`config.mk`:
```
export PLATFORM = sky130hd
export DESIGN_NAME = modify_uart_rx
export DESIGN_NICKNAME = d
export VERILOG_FILES = /design/src/rtl/modify_uart_pkg.sv /design/src/rtl/uart_bit_sync.sv /design/src/rtl/modify_uart_rx.sv
export SDC_FILE = /design/constraint.sdc
export NUM_CORES = 1
export LEC_CHECK = 0
export ABC_AREA = 1
export BUFFER_PORTS_ARGS = -buffer_cell sky130_fd_sc_hd__buf_2
export CAP_MARGIN = 20
export CORE_ASPECT_RATIO = 0.8
export CORE_UTILIZATION = 55
export CTS_BUF_LIST = sky130_fd_sc_hd__clkbuf_8
export DETAILED_ROUTE_END_ITERATION = 8
export MAX_ROUTING_LAYER = met4
export PLACE_DENSITY = 0.78
export SYNTH_ARGS = -nofsm -noshare
export SYNTH_HDL_FRONTEND = slang
export SYNTH_SLANG_ARGS = --single-unit
```
`constraint.sdc`:
```
create_clock -name clk -period 1.61 [get_ports clk]
set_clock_uncertainty 0.05 [all_clocks]
set_input_delay 0.161 -clock clk [delete_from_list [all_inputs] [get_ports clk]]
set_output_delay 0.161 -clock clk [all_outputs]
set_load 0.01 [all_outputs]
```
`src/rtl/modify_uart_pkg.sv`:
```
// Shared types and baud arithmetic for the modify_uart transmitter/receiver pair.
package modify_uart_pkg;

   localparam int SYNC_STAGES = 2;

   typedef enum logic [2:0] {
      IDLE,
      START,
      DATA,
      PARITY,
      STOP,
      BREAK
   } rx_state_e;

   // Clocks per bit time; truncation matches the transmitter.
   function automatic int uart_cycle(input int clk_mhz, input int baud);
      return (clk_mhz * 1000000) / baud;
   endfunction

endpackage

```
`src/rtl/uart_bit_sync.sv`:
```
// Multi-flop synchronizer for an asynchronous, idle-high serial line; resets to 1.
module uart_bit_sync
   import modify_uart_pkg::*;
#(
   parameter int STAGES = SYNC_STAGES
) (
   input  logic clk,
   input  logic n_reset,
   input  logic d,
   output logic q
);

   logic [STAGES-1:0] ff;

   always_ff @(posedge clk or negedge n_reset) begin
      if (!n_reset) ff <= '1;
      else          ff <= {ff[STAGES-2:0], d};
   end

   assign q = ff[STAGES-1];

endmodule

```
`src/rtl/modify_uart_rx.sv`:
```
// 8N1 (or 8E1 with UART_RX_PARITY_EN) UART receiver with valid/ready output,
// framing, overrun and optional parity error pulses.
module modify_uart_rx
   import modify_uart_pkg::*;
#(
   parameter int Challenge_Bit = 8,
   parameter int CLK_FRE       = 16,
   parameter int BAUD_RATE     = 115200
) (
   input  logic                     clk,
   input  logic                     n_reset,
   input  logic                     rx_pin,
   output logic [Challenge_Bit-1:0] rx_data,
   output logic                     rx_data_valid,
   input  logic                     rx_data_ready,
   output logic                     rx_frame_err,
   output logic                     rx_overrun,
   output logic                     rx_parity_err
);

   localparam int CYCLE = uart_cycle(CLK_FRE, BAUD_RATE);
   localparam int CNT_W = $clog2(CYCLE);
   localparam int BIT_W = $clog2(Challenge_Bit);
   localparam logic [CNT_W-1:0] HALF_LAST = CNT_W'(CYCLE/2 - 1);
   localparam logic [CNT_W-1:0] FULL_LAST = CNT_W'(CYCLE - 1);
   localparam logic [BIT_W-1:0] LAST_BIT  = BIT_W'(Challenge_Bit - 1);

   logic                     rx_s;
   rx_state_e                state, state_nxt;
   logic [CNT_W-1:0]         cnt;
   logic [BIT_W-1:0]         bit_idx;
   logic [Challenge_Bit-1:0] shift;
   logic                     cnt_clr, shift_en, deliver, frame_err_set, frame_ok;

   uart_bit_sync #(.STAGES(SYNC_STAGES)) u_sync (
      .clk     (clk),
      .n_reset (n_reset),
      .d       (rx_pin),
      .q       (rx_s)
   );

`ifdef UART_RX_PARITY_EN
   logic par_chk, par_bad, bad_q;
   assign par_bad  = par_chk && (rx_s != ^shift);
   assign frame_ok = !bad_q;
`else
   assign frame_ok = 1'b1;
`endif

   always_comb begin
      state_nxt     = state;
      cnt_clr       = 1'b0;
      shift_en      = 1'b0;
      deliver       = 1'b0;
      frame_err_set = 1'b0;
`ifdef UART_RX_PARITY_EN
      par_chk       = 1'b0;
`endif
      case (state)
         IDLE: begin
            cnt_clr = 1'b1;
            if (!rx_s) state_nxt = START;
         end
         START: begin
            if (cnt == HALF_LAST) begin
               cnt_clr   = 1'b1;
               state_nxt = rx_s ? IDLE : DATA;
            end
         end
         DATA: begin
            if (cnt == FULL_LAST) begin
               cnt_clr  = 1'b1;
               shift_en = 1'b1;
               if (bit_idx == LAST_BIT) begin
`ifdef UART_RX_PARITY_EN
                  state_nxt = PARITY;
`else
                  state_nxt = STOP;
`endif
               end
            end
         end
`ifdef UART_RX_PARITY_EN
         PARITY: begin
            if (cnt == FULL_LAST) begin
               cnt_clr   = 1'b1;
               par_chk   = 1'b1;
               state_nxt = STOP;
            end
         end
`endif
         STOP: begin
            if (cnt == FULL_LAST) begin
               cnt_clr = 1'b1;
               if (rx_s) begin
                  deliver   = frame_ok;
                  state_nxt = IDLE;
               end else begin
                  frame_err_set = 1'b1;
                  state_nxt     = BREAK;
               end
            end
         end
         BREAK: begin
            // Hold off until the line returns high so a stuck-low line cannot retrigger.
            cnt_clr = 1'b1;
            if (rx_s) state_nxt = IDLE;
         end
         default: begin
            cnt_clr   = 1'b1;
            state_nxt = IDLE;
         end
      endcase
   end

   always_ff @(posedge clk or negedge n_reset) begin
      if (!n_reset) state <= IDLE;
      else          state <= state_nxt;
   end

   always_ff @(posedge clk or negedge n_reset) begin
      if (!n_reset) begin
         cnt     <= '0;
         bit_idx <= '0;
         shift   <= '0;
      end else begin
         cnt <= cnt_clr ? '0 : cnt + 1'b1;
         if (shift_en) begin
            shift   <= {rx_s, shift[Challenge_Bit-1:1]};
            bit_idx <= bit_idx + 1'b1;
         end else if (state == IDLE) begin
            bit_idx <= '0;
         end
      end
   end

`ifdef UART_RX_PARITY_EN
   always_ff @(posedge clk or negedge n_reset) begin
      if (!n_reset) begin
         bad_q         <= 1'b0;
         rx_parity_err <= 1'b0;
      end else begin
         rx_parity_err <= par_bad;
         if (state == IDLE) bad_q <= 1'b0;
         else if (par_bad)  bad_q <= 1'b1;
      end
   end
`else
   assign rx_parity_err = 1'b0;
`endif

   // Output word is held apart from the shift register so reception overlaps the handshake.
   always_ff @(posedge clk or negedge n_reset) begin
      if (!n_reset) begin
         rx_data       <= '0;
         rx_data_valid <= 1'b0;
         rx_frame_err  <= 1'b0;
         rx_overrun    <= 1'b0;
      end else begin
         rx_frame_err <= frame_err_set;
         rx_overrun   <= 1'b0;
         if (deliver) begin
            if (!rx_data_valid || rx_data_ready) begin
               rx_data       <= shift;
               rx_data_valid <= 1'b1;
            end else begin
               rx_overrun <= 1'b1;
            end
         end else if (rx_data_valid && rx_data_ready) begin
            rx_data_valid <= 1'b0;
         end
      end
   end

endmodule

```
==> impl_metrics.json <==
{
  "netlist_instances": 191,
  "finish.utilization_pct": 73.49,
  "cts_buffers": 5,
  "synth_fa_ha_area_share_pct": 3.687,
  "first_iter_violations": 138,
  "cap_violations": 0,
  "peakVddDrop_v": 0.0006808,
  "arrival_ps": 1680,
  "ys.flop_type": "dfrtp_1",
  "worstPathRequired_ps": 1770,
  "finalHoldViolCount": 0,
  "grt_util_all_layers_pct": 22.83,
  "max_slew.worst_pin.slew_ps": 745.3,
  "synth-simple-area-share_pct": 25.88,
  "path_class": "register to register",
  "drt-total-wl_um": 3275,
  "drc": 0,
  "clock_path_buffers": 2,
  "dp_hpwl_um": 2249,
  "cp_max_fo": 8,
  "min_path_cells": 4,
  "p_leak_nw": 1.047,
  "portBuffers": 14,
  "area_growth_pct": 23.45,
  "critical-path-max-stage-delay_ps": 390,
  "synthMuxAreaShare_pct": 0,
  "nNetsFinal": 232,
  "die_w_um": 64.10,
  "endpoint_kind": "register",
  "clock_latency_ps": 290,
  "cts-htree-levels": 2,
  "synthArstFlopShare_pct": 100.0,
  "crit_path_start_kind": "register",
  "maxSlewHeadroom_pct": 50.31,
  "power.total_w": 0.001735,
  "rsz0062_at_grt": "true",
  "num_rows": 17,
  "rr_startpoint": "cnt[1]$_DFF_PN0_",
  "outcome": "finished clean",
  "post_drt_wl_per_cell_um": 12.50,
  "layout_setup_ws_ps": 94.60,
  "synth.distinct_cells": 25,
  "io_pins": 16,
  "ant_nets": 0,
  "power_density_mw_per_mm2": 828.3,
  "clock_sinks": 35,
  "final_common_cell": "nand2_1",
  "fin_crit_ps": 1515,
  "die_y_um": 51.68,
  "fin_tns_setup_ps": 0,
  "critPathLaunch": "cnt[1]$_DFF_PN0_",
  "avgSynthCellArea_um2": 8.883,
  "final_cell_mix": "nand2_1, dfrtp_1, inv_1",
  "netlist_area_mm2": 0.001697,
  "initial_core_util_pct": 59.53,
  "gp_congestion": 0.8677,
  "dp_slack_ps": -91.45,
  "cts_tree": "built",
  "die-area_mm2": 0.003312,
  "vias": 1349,
  "ys_warn_count": 0,
  "r2r_cells": 10,
  "synth_edf_count": 0,
  "synth_top_family_by_area": "simple AND/OR/NAND/NOR gates",
  "synth_compound_area_share_pct": 8.923,
  "grt_overflow": 0,
  "viasPerCell": 5.149,
  "antenna_found_initial": 0,
  "drive_gt1_share_pct": 31.70,
  "grt_pass1_wl_um": 5319,
  "synth_xor_area_share_pct": 1.549,
  "hold_ws_ps": 158.6,
  "ys_seq_elements": 35,
  "grt_max_degree": 36,
  "seq_area_frac_synth_pct": 51.77,
  "min_from": "rx_data_ready",
  "register_area_um2": 882.1,
  "grt_pass1_vias": 1252,
  "path_cells": "inv_2, ha_4, nand2_2, nor2_4, nand2_2, buf_6, nor2_8, buf_6, nand2_1, o21ai_2",
  "core_area_mm2": 0.002850,
  "finalMaxSlewViolations": 0,
  "slowest_stage": "dfrtp_1",
  "drt-pass1-iter-count": 4,
  "clk_pin_slew_ps": 70,
  "clock-root-buffer": "clkbuf_8",
  "hold_class": "primary input to register",
  "period_share_pct": 94.12,
  "synth_fp_nets": 200,
  "finalSetupViolations": 0,
  "antennaDiodeCount": 0,
  "fmax_mhz": 659.9,
  "fillers": 196,
  "multi_input_area_um2": 734.5
}
[metal layers]
metal | global-route usage (%) | wire length (µm) | vias up
met5 | - | 0 | -
met1 | 26.66 | 1452 | 641
met2 | 36.35 | 1611 | 36
met4 | 9.259 | 72 | 0
li1 | - | - | 663
met3 | 8.333 | 139 | 9
[cell usage after synthesis, types with 2 or more instances]
library cell  count  area (µm²)
nand4_1           4       25.02
buf_6             2       22.52
xor2_1            2       17.52
nand3_1          11       55.05
o21ai_2           9       78.83
nor2_1           21       78.83
inv_2             6       22.52
nor3_4            2       32.53
nand2_1          49       183.9
inv_1            22       82.58
nor3_1            2       10.01
dfrtp_1          33       825.8
o21ai_0          11       55.05
dfstp_2           2       52.55
ha_1              5       62.56
[final cells by class]
type	instances	area share [%]
timing repair buffer	28	9.916
clock buffer	6	3.943
sequential	35	42.11
multi-input combinational	125	35.07
inverter	28	5.018
clock inverter	2	1.673
tap	38	2.270
[cell families after synthesis]
group | after synthesis
simple gates | 93
compound gates | 23
xor+xnor | 3
buf+inv | 31
fa+ha+maj | 5
other cells | 1
flops | 35
[state kept, by name, summed over array words and instances, names as in the netlist]
name,flops
shift,8
cnt,8
state,3
rx_overrun,1
u_sync.ff,2
rx_data,8
bit_idx,3
rx_frame_err,1
rx_data_valid,1
[report_power, final]
group / switching, W / internal, W
registers: 0.00000323 / 0.000884
clock network: 0.000318 / 0.000501
logic: 0.0000213 / 0.00000759
total: 0.000343 / 0.00139
[critical path: cells and delay by family, from the launching register on]
kind	cells	cell delay, ps
simple gates	5	440
flops	1	390
buf+inv	3	350
fa+ha+maj	1	120
compound gates	1	80
[metrics by stage]
stage | std cells | area [µm²]
finish | 262 | 2095
global route | 262 | 2095
CTS | 259 | 2003
detailed placement | 248 | 1844
global placement | 248 | 1844
floorplan | 191 | 1697
[final timing paths]
check / end / slack (ps)
min in group asynchronous: state[1]$_DFFE_PN0P_ / 420
max reg2reg: shift[7]$_DFFE_PN0P_ / 90
min: rx_data_valid$_DFFE_PN0P_ / 160
min reg2reg: u_sync.ff[1]$_DFF_PN1_ / 310
max: shift[7]$_DFFE_PN0P_ / 90
max in group asynchronous: cnt[0]$_DFF_PN0_ / 570
[timing repair]
| item | in CTS | in global routing |
|---|---|---|
| hold buffers | 2 | 0 |
| hold endpoints to repair | 34 | 0 |
| pin swaps | 1 | 2 |
| setup buffers | 1 | 3 |
| setup endpoints to repair | 14 | 30 |
| resized for setup | 5 | 21 |
(Power assumes the default switching activity.)
